<file path="config.mk">
export PLATFORM = sky130hd
export DESIGN_NAME = lsu
export DESIGN_NICKNAME = d
export VERILOG_FILES = /design/src/rtl/lsu_pkg.sv /design/src/rtl/lsu_format.sv /design/src/rtl/lsu.sv
export SDC_FILE = /design/constraint.sdc
export NUM_CORES = 1
export LEC_CHECK = 0
export CAP_MARGIN = 20
export CORE_ASPECT_RATIO = 1.25
export CORE_MARGIN = 1
export CORE_UTILIZATION = 43
export DETAILED_ROUTE_END_ITERATION = 12
export PLACE_DENSITY_LB_ADDON = 0.2
export SLEW_MARGIN = 5
export SYNTH_ARGS = -nofsm -noshare
export SYNTH_HDL_FRONTEND = slang
export SYNTH_SLANG_ARGS = --single-unit
</file>
<file path="constraint.sdc">
create_clock -name clk_i -period 11.5 [get_ports clk_i]
set_clock_uncertainty 0.1 [all_clocks]
set_input_delay 1.725 -clock clk_i [delete_from_list [all_inputs] [get_ports clk_i]]
set_output_delay 1.725 -clock clk_i [all_outputs]
set_load 0.02 [all_outputs]
</file>
<file path="src/rtl/lsu_pkg.sv">
// Shared types and constants for the load/store unit.
package lsu_pkg;

   typedef enum logic [1:0] {
      S_IDLE = 2'd0,
      S_REQ  = 2'd1,
      S_WAIT = 2'd2,
      S_DONE = 2'd3
   } lsu_state_e;

   typedef enum logic [1:0] {
      CAUSE_NONE     = 2'b00,
      CAUSE_MISALIGN = 2'b01,
      CAUSE_ILLEGAL  = 2'b10,
      CAUSE_TIMEOUT  = 2'b11
   } fault_cause_e;

   localparam logic [2:0] F3_B  = 3'b000;
   localparam logic [2:0] F3_H  = 3'b001;
   localparam logic [2:0] F3_W  = 3'b010;
   localparam logic [2:0] F3_BU = 3'b100;
   localparam logic [2:0] F3_HU = 3'b101;

endpackage

</file>
<file path="src/rtl/lsu_format.sv">
// Combinational access formatting: legality check, store lane/byte-enable
// generation on the request side, load lane extraction on the response side.
module lsu_format
   import lsu_pkg::*;
(
   input  logic         req_we,
   input  logic [2:0]   req_funct3,
   input  logic [1:0]   req_off,
   input  logic [31:0]  req_wdata,
   output logic [3:0]   st_be,
   output logic [31:0]  st_wdata,
   output fault_cause_e chk_cause,
   input  logic [2:0]   ld_funct3,
   input  logic [1:0]   ld_off,
   input  logic [31:0]  ld_rdata,
   output logic [31:0]  ld_data
);

   logic illegal;
   logic misalign;
   logic [7:0]  ld_byte;
   logic [15:0] ld_half;

   always_comb begin
      illegal  = req_we ? !(req_funct3 inside {F3_B, F3_H, F3_W})
                        : !(req_funct3 inside {F3_B, F3_H, F3_W, F3_BU, F3_HU});
      misalign = ((req_funct3[1:0] == 2'b01) && req_off[0]) ||
                 ((req_funct3[1:0] == 2'b10) && (req_off != 2'b00));
      if (illegal)       chk_cause = CAUSE_ILLEGAL;
      else if (misalign) chk_cause = CAUSE_MISALIGN;
      else               chk_cause = CAUSE_NONE;
   end

   always_comb begin
      case (req_funct3[1:0])
         2'b00: begin
            st_be    = 4'b0001 << req_off;
            st_wdata = {4{req_wdata[7:0]}};
         end
         2'b01: begin
            st_be    = 4'b0011 << {req_off[1], 1'b0};
            st_wdata = {2{req_wdata[15:0]}};
         end
         default: begin
            st_be    = 4'b1111;
            st_wdata = req_wdata;
         end
      endcase
   end

   always_comb begin
      ld_byte = ld_rdata[{ld_off, 3'b000} +: 8];
      ld_half = ld_rdata[{ld_off[1], 4'b0000} +: 16];
      case (ld_funct3)
         F3_B:    ld_data = {{24{ld_byte[7]}}, ld_byte};
         F3_H:    ld_data = {{16{ld_half[15]}}, ld_half};
         F3_BU:   ld_data = {24'd0, ld_byte};
         F3_HU:   ld_data = {16'd0, ld_half};
         default: ld_data = ld_rdata;
      endcase
   end

endmodule

</file>
<file path="src/rtl/lsu.sv">
// Multi-cycle load/store unit: accepts one access from the core, runs the
// req/gnt/rvalid memory handshake and writes load results back to rd.
module lsu
   import lsu_pkg::*;
#(
   parameter int unsigned TIMEOUT_CYC = 64,
   parameter int unsigned CNT_W       = 7
) (
   input  logic        clk_i,
   input  logic        rst_ni,
   input  logic        req_valid_i,
   output logic        req_ready_o,
   input  logic        req_we_i,
   input  logic [2:0]  req_funct3_i,
   input  logic [31:0] req_addr_i,
   input  logic [31:0] req_wdata_i,
   input  logic [4:0]  req_rd_i,
   output logic        mem_req_o,
   output logic        mem_we_o,
   output logic [31:0] mem_addr_o,
   output logic [3:0]  mem_be_o,
   output logic [31:0] mem_wdata_o,
   input  logic        mem_gnt_i,
   input  logic        mem_rvalid_i,
   input  logic [31:0] mem_rdata_i,
   output logic        rd_wren_o,
   output logic [4:0]  rd_addr_o,
   output logic [31:0] rd_data_o,
   output logic        busy_o,
   output logic        fault_o,
   output logic [1:0]  fault_cause_o
);

   lsu_state_e   state_q;
   logic [CNT_W-1:0] cnt_q;
   logic         we_q;
   logic [2:0]   funct3_q;
   logic [31:0]  addr_q;
   logic [31:0]  wdata_q;
   logic [3:0]   be_q;
   logic [4:0]   rd_q;
   logic [31:0]  rdata_q;
   logic         fault_q;
   fault_cause_e cause_q;

   logic [3:0]   st_be;
   logic [31:0]  st_wdata;
   logic [31:0]  ld_data;
   fault_cause_e chk_cause;
   logic         accept;
   logic         done_now;
   logic         timeout;

   lsu_format u_format (
      .req_we     (req_we_i),
      .req_funct3 (req_funct3_i),
      .req_off    (req_addr_i[1:0]),
      .req_wdata  (req_wdata_i),
      .st_be      (st_be),
      .st_wdata   (st_wdata),
      .chk_cause  (chk_cause),
      .ld_funct3  (funct3_q),
      .ld_off     (addr_q[1:0]),
      .ld_rdata   (mem_rdata_i),
      .ld_data    (ld_data)
   );

   assign accept   = req_valid_i && (state_q == S_IDLE);
   assign done_now = ((state_q == S_REQ) && mem_gnt_i && mem_rvalid_i) ||
                     ((state_q == S_WAIT) && mem_rvalid_i);
   assign timeout  = (cnt_q == CNT_W'(TIMEOUT_CYC - 1));

   always_ff @(posedge clk_i or posedge rst_ni) begin
      if (rst_ni) begin
         state_q  <= S_IDLE;
         cnt_q    <= '0;
         we_q     <= 1'b0;
         funct3_q <= '0;
         addr_q   <= '0;
         wdata_q  <= '0;
         be_q     <= '0;
         rd_q     <= '0;
         rdata_q  <= '0;
         fault_q  <= 1'b0;
         cause_q  <= CAUSE_NONE;
      end else begin
         fault_q <= 1'b0;
         cause_q <= CAUSE_NONE;
         case (state_q)
            S_IDLE: begin
               if (accept) begin
                  we_q     <= req_we_i;
                  funct3_q <= req_funct3_i;
                  addr_q   <= req_addr_i;
                  wdata_q  <= st_wdata;
                  be_q     <= st_be;
                  rd_q     <= req_rd_i;
                  cnt_q    <= '0;
                  if (chk_cause == CAUSE_NONE) begin
                     state_q <= S_REQ;
                  end else begin
                     fault_q <= 1'b1;
                     cause_q <= chk_cause;
                  end
               end
            end
            S_REQ, S_WAIT: begin
               cnt_q <= cnt_q + CNT_W'(1);
               // A response landing on the final allowed cycle still completes.
               if (done_now) begin
                  state_q <= S_DONE;
                  if (!we_q) rdata_q <= ld_data;
               end else if (timeout) begin
                  state_q <= S_IDLE;
                  fault_q <= 1'b1;
                  cause_q <= CAUSE_TIMEOUT;
               end else if ((state_q == S_REQ) && mem_gnt_i) begin
                  state_q <= S_WAIT;
               end
            end
            default: state_q <= S_IDLE;
         endcase
      end
   end

   assign req_ready_o   = (state_q == S_IDLE);
   assign busy_o        = (state_q != S_IDLE);
   assign mem_req_o     = (state_q == S_REQ);
   assign mem_we_o      = mem_req_o && we_q;
   assign mem_addr_o    = mem_req_o ? {addr_q[31:2], 2'b00} : '0;
   assign mem_be_o      = mem_req_o ? be_q : '0;
   assign mem_wdata_o   = mem_req_o ? wdata_q : '0;
   assign rd_wren_o     = (state_q == S_DONE) && !we_q && (rd_q != 5'd0);
   assign rd_addr_o     = rd_q;
   assign rd_data_o     = rdata_q;
   assign fault_o       = fault_q;
   assign fault_cause_o = cause_q;

endmodule

</file>
==> impl_metrics.py, run 1 <==
metrics = {
    "clocking": {
        "tritoncts": "done",
        "clk-insertion-delay-late_ns": 0.41,
        "cts_resized": 0,
        "numClockSinks": 121,
        "cts.path.max_buffers": 2,
        "post-cts-setup-buffers": 0,
        "htree_num_levels": 4,
        "cts-root-buf": "clkbuf_16",
        "cts_buffers": 17,
        "cts_hold_buffers": 0,
        "clkTransAtPathRegs_ns": 0.05,
    },
    "worst_setup_path": {
        "critical-path-max-stage-delay_ns": 0.62,
        "cp_data_arrival_time_ns": 2.42,
        "cp_max_fo": 48,
        "r2r_slack_ns": 8.69,
        "worstPathCellList": "inv_1, ha_2, buf_12, and2_1, clkdlybuf4s50_1",
        "cp_slowest_cell": "clkdlybuf4s50_1",
        "setup.worst_path.class": "register to output port",
        "end_kind": "output port",
        "r2r_start": "state_q[1]",
        "worstPathRequired_ns": 9.68,
        "reg2reg_to": "rd_data_o[20]",
        "ff2ff_path_depth": 7,
        "start_kind": "register",
    },
    "sta": {
        "fin_crit_sh": 0.3695,
        "worst_slew_pin_slew_ns": 0.9545,
        "finalCriticalPeriod_ns": 4.249,
        "finalSetupViolations": 0,
        "rsz0062_at_grt": "false",
        "tns_ns": 0,
        "finalMaxSlewViolations": 0,
        "maxSlewHeadroom": 0.3637,
        "setup_ws_ns": 7.251,
        "hold_slack_ns": 0.3735,
        "fmax_mhz": 235.4,
        "hold_viol": 0,
    },
    "place": {
        "gp_congestion": 0.8228,
        "io_buffers": 220,
        "dp_hpwl_mm": 12.23,
        "place_area_mm2": 0.008539,
        "dp_cells": 963,
        "dpl_worst_slack_ns": 7.342,
    },
    "floorplan": {
        "fp.dieW_um": 110.2,
        "std_cell_rows": 49,
        "io_pins": 223,
        "initial_core_util": 0.4389,
        "core_mm2": 0.01435,
        "die-area_mm2": 0.01513,
        "die_h_um": 137.3,
    },
    "route": {
        "drc_errors": 0,
        "viasPerCell": 5.316,
        "drtIter0Drc": 235,
        "drtPass1Iterations": 4,
        "vias": 5289,
        "wl_per_cell_um": 17.37,
        "wirelength_mm": 17.28,
        "ant_nets": 0,
    },
    "global_routing": {
        "grt_max_degree": 75,
        "grt_antenna_before_repair": 0,
        "grt_pass1_vias": 5351,
        "grt_pass1_wl_mm": 27.13,
        "overflow": 0,
        "grt_util_all_layers": 0.2369,
    },
    "hold_path": {
        "hold_end": "wdata_q[27]",
        "hp-start": "wdata_q[27]",
        "hold_path_class": "register to register",
        "hold_depth": 2,
    },
    "pwr": {
        "powerDensity_mw_per_mm2": 268.5,
        "vdd_drop_max_mv": 0.1277,
        "internal_power_uw": 1556,
        "switching_power_uw": 904.5,
        "sequentialPowerShare": 0.305,
        "pwr-share-comb": 0.473,
        "clkPwrFrac": 0.222,
        "swShare": 0.3676,
        "leakagePower_uw": 0.003896,
    },
    "logic_synthesis": {
        "yosysMostFrequentCell": "dfrtp_1",
        "ys_types": 51,
        "synth_area_leaders": "dfrtp_1 48%, mux2_2 8.8%, and2_1 6.9%",
        "synth_common_cells": "121 x dfrtp_1, 69 x and2_1, 69 x nand2_1",
        "yosys.area.top_type": "dfrtp_1",
        "synth_warnings": 0,
        "ys.flop_type": "dfrtp_1",
        "synth_area_mm2": 0.006296,
        "synth_simple_gate_area_frac": 0.1677,
        "synth_top_area_frac": 0.4809,
        "async_flop_share": 1.000,
        "synth_edf_count": 0,
        "synth_xor_area_frac": 0,
        "synthAdderAreaFrac": 0.009936,
        "synth_top_family_by_area": "simple AND/OR/NAND/NOR gates",
        "ys_ff_latch": 121,
        "synth-compound-area-share": 0.1494,
        "syn_inst": 603,
        "yosysSeqAreaShare": 0.4809,
        "synth.avg_cell_area_um2": 10.44,
        "synth_mux_area_frac": 0.1469,
    },
    "finish": {
        "final_cell_area_mm2": 0.009165,
        "n_antenna_cell": 0,
        "syn_to_final_growth_pct": 45.57,
        "fin_cells": 995,
        "final_nets": 920,
        "drive_gt1_frac": 0.1334,
    },
    "run": {
        "cap_violations": 0,
    },
    "run_status": {
        "status": "finished clean",
    },
}
==> kinds of logic after synthesis <==
group	after synthesis
adders and majority gates	5
buffers and inverters	57
AOI/OAI and AO/OA	137
DFF	121
muxes	85
other	1
and+or+nand+nor	197
==> layout by cell type (no fill, tap or decap), types with 7 or more instances in the layout <==
cell,Yosys,final
dfrtp_1,121,121
a221oi_1,9,9
and2_1,69,68
a21oi_1,33,33
clkbuf_16,0,17
nor2_1,16,16
a2bb2oi_1,16,16
a21o_1,9,9
mux2i_1,35,35
o21ai_0,39,39
nand2_1,69,68
mux2_2,49,49
nand2b_1,13,13
o31ai_1,10,10
inv_1,13,12
clkdlybuf4s50_1,0,220
o21ba_2,7,7
nand3b_1,9,9
==> area by class of cell <==
cell class                      count  area (um2)
Tap cell                          178       222.7
Clock inverter                      8       117.6
Clock buffer                       23       488.0
Fill cell                        1184        5181
Timing Repair Buffer              226        2260
Sequential cell                   121        3028
Inverter                           13       51.30
Multi-Input combinational cell    426        2998
==> worst max path at each step <==
stage / startpoint / to / slack (ns) / cells past startpoint
floorplan: rst_ni / addr_q[0] / 6.46 / 1
global placement: state_q[1] / mem_wdata_o[26] / 7.41 / 4
detailed placement: state_q[1] / mem_wdata_o[25] / 7.34 / 4
CTS: state_q[1] / mem_wdata_o[25] / 6.90 / 4
global route: state_q[1] / mem_be_o[1] / 7.11 / 5
finish: state_q[1] / mem_wdata_o[26] / 7.25 / 5
==> worst max-delay path, delay by kind of cell (launching register included) <==
kind	cells	cell delay, ns
fa+ha+maj	1	0.43
simple gates	1	0.19
flops	1	0.40
buf+inv	3	0.99
==> layer usage <==
layer | part of all wire | routed length (um) | GRT usage | up-vias
met5 | 0 | 0 | 0 | -
met4 | 0.016 | 284 | 0.08041 | 0
met3 | 0.065 | 1129 | 0.06764 | 21
met2 | 0.53 | 9171 | 0.4160 | 171
met1 | 0.39 | 6693 | 0.2745 | 2592
li1 | - | - | - | 2505
==> registers in the layout (all words and copies together) (netlist names) <==
signal / cells
fault_cause_o: 2
rd_data_o: 32
we_q: 1
fault_o: 1
cnt_q: 7
rd_addr_o: 5
state_q: 2
funct3_q: 3
be_q: 4
addr_q: 32
wdata_q: 32
==> per-stage QoR <==
step,utilization,total power (uW)
2_1_floorplan,-,1460
3_3_place_gp,0.5952,1879
3_5_place_dp,0.5952,1918
4_1_cts,0.6375,2474
5_1_grt,0.6388,2606
6_report,0.6388,2461
==> power by group through the flow <==
stage               clock, uW  sequential [uW]  combinational (uW)
CTS                       555              751                1170
floorplan                   0              791                 669
finish                    546              751                1160
detailed placement          0              755                1160
global route              572              776                1260
global placement            0              746                1130
No activity file was read; power rests on OpenSTA's default activity.
==> run 2, diff against run 1 <==
- CORE_UTILIZATION: 43 -> 41
- clock period: 11.5 -> 3.7 ns (I/O delays scaled with it)
==> run 2 against run 1 <==
Against the previous run:
- cell count up 1.0%
- non-clock buffer count up 6
- sequential power rose to 3.2 times the previous value
- sequential share of layout area about the same
- critical endpoint is now mem_addr_o[12]
- largest cell class unchanged
- largest power group unchanged
==> impl_metrics.py, run 2 (synthesis gave the netlist of run 1 again) <==
metrics = {
    "sta": {
        "finalMaxSlewViolations": 0,
        "tns_ns": 0,
        "maxSlewHeadroom": 0.4572,
        "rsz0062_at_grt": "false",
        "fmax_mhz": 318.5,
        "worst_slew_pin_slew_ns": 0.8125,
        "finalCriticalPeriod_ns": 3.139,
        "fin_crit_sh": 0.8485,
        "hold_viol": 0,
        "finalSetupViolations": 0,
    },
    "clocking": {
        "clkTransAtPathRegs_ns": 0.05,
        "htree_num_levels": 4,
        "numClockSinks": 121,
        "clk-insertion-delay-late_ns": 0.42,
        "post-cts-setup-buffers": 0,
        "cts.path.max_buffers": 2,
        "tritoncts": "done",
        "cts_hold_buffers": 0,
        "cts_buffers": 17,
        "cts_resized": 0,
        "cts-root-buf": "clkbuf_16",
    },
    "worst_setup_path": {
        "start_kind": "register",
        "end_kind": "output port",
        "cp_max_fo": 27,
        "cp_data_arrival_time_ns": 2.48,
        "setup.worst_path.class": "register to output port",
        "worstPathRequired_ns": 3.04,
    },
    "finish": {
        "final_cell_mix": "220 x clkdlybuf4s50_1, 121 x dfrtp_1, 68 x nand2_1, 68 x and2_1, 49 x mux2_2",
        "final_nets": 926,
        "fill_cells": 1269,
        "n_antenna_cell": 0,
        "syn_to_final_growth_pct": 45.63,
        "final_common_cell": "clkdlybuf4s50_1",
        "drive_gt1_frac": 0.1422,
        "final_cell_area_mm2": 0.009169,
    },
    "run_status": {
        "status": "finished clean",
    },
    "pwr": {
        "powerDensity_mw_per_mm2": 813.8,
        "vdd_drop_max_mv": 0.5765,
        "clkPwrFrac": 0.204,
        "sequentialPowerShare": 0.320,
        "internal_power_uw": 4649,
        "swShare": 0.3769,
        "pwr-share-comb": 0.476,
        "leakagePower_uw": 0.003886,
        "switching_power_uw": 2813,
    },
    "floorplan": {
        "std_cell_rows": 50,
        "io_pins": 223,
        "core_mm2": 0.01501,
        "die_h_um": 140.5,
        "initial_core_util": 0.4193,
        "die-area_mm2": 0.01586,
        "fp.dieW_um": 112.8,
    },
    "hold_path": {
        "hold_path_class": "register to register",
    },
    "global_routing": {
        "overflow": 0,
        "grt_pass1_vias": 5430,
        "grt_antenna_before_repair": 0,
        "grt_max_degree": 47,
        "grt_pass1_wl_mm": 28.11,
        "grt_util_all_layers": 0.2290,
    },
    "place": {
        "io_buffers": 220,
        "dp_hpwl_mm": 12.82,
        "gp_congestion": 0.8840,
        "place_area_mm2": 0.008623,
    },
    "run": {
        "cap_violations": 0,
    },
    "route": {
        "ant_nets": 0,
        "drtPass1Iterations": 4,
        "wirelength_mm": 17.28,
        "viasPerCell": 5.257,
        "drc_errors": 0,
        "vias": 5283,
        "drtIter0Drc": 263,
        "wl_per_cell_um": 17.20,
    },
}
-- run 2: changes by cell type in the layout (fill, tap and decap cells not counted), sizes merged --
cell      before  now
buf            6   12
inv           13   12
clkinvlp       1    6
bufinv         3    1
clkbuf        23   18
clkinv         4    7
-- run 2: cell type report --
type	instances	area, um2	area share
flip-flops and latches	121	3028	0.3302
multi-input cells	426	2998	0.3270
repair buffers	232	2317	0.2527
clock buffers	18	439.2	0.04790
well taps	182	227.7	0.02484
clock inverters	13	106.4	0.01160
inverters	13	52.55	0.005731
-- run 2: path summary, 6_finish.rpt --
kind                               start             end  slack, ns  cells past startpoint
max                           state_q[1]  mem_addr_o[12]       0.56                      5
min                        rd_data_o[14]   rd_data_o[14]       0.38                      1
max reg2reg                   state_q[1]   rd_data_o[19]       1.26                      7
min reg2reg                rd_data_o[14]   rd_data_o[14]       0.38                      1
max in group asynchronous         rst_ni     wdata_q[31]       2.25                      3
min in group asynchronous         rst_ni   rd_data_o[14]       0.54                      2
-- run 2: power groups by stage --
stage / Sequential (uW) / Clock (uW) / Combinational, uW
2_1_floorplan: 2460 / 0 / 2080
3_3_place_gp: 2390 / 0 / 3480
3_5_place_dp: 2400 / 0 / 3580
4_1_cts: 2390 / 1550 / 3590
5_1_grt: 2480 / 1620 / 3840
6_report: 2390 / 1520 / 3560
-- run 2: critical path, cell delays in order, from the launching register on --
cell             delay, ns
dfrtp_1               0.40
inv_1                 0.11
ha_2                  0.44
buf_4                 0.33
and2_1                0.16
clkdlybuf4s50_1       0.60
-- run 2: metal layers --
layer,GRT usage,up-vias,routed length (um)
met1,0.2719,2551,6984
met3,0.06534,37,1071
met4,0.1018,0,490
met5,0,-,0
met2,0.3843,182,8738
li1,-,2513,-
-- run 2: through the flow --
step / setup WS (ns) / power (uW) / std cells / hold WS (ns) / utilization
2_1_floorplan: 1.502 / 4539 / 604 / 0.3417 / -
3_3_place_gp: 1.075 / 5870 / 974 / 0.3554 / 0.5743
3_5_place_dp: 0.9893 / 5982 / 974 / 0.3665 / 0.5743
4_1_cts: 0.5274 / 7533 / 1005 / 0.3791 / 0.6107
5_1_grt: 0.3771 / 7936 / 1005 / 0.3948 / 0.6107
6_report: 0.5607 / 7462 / 1005 / 0.3760 / 0.6107
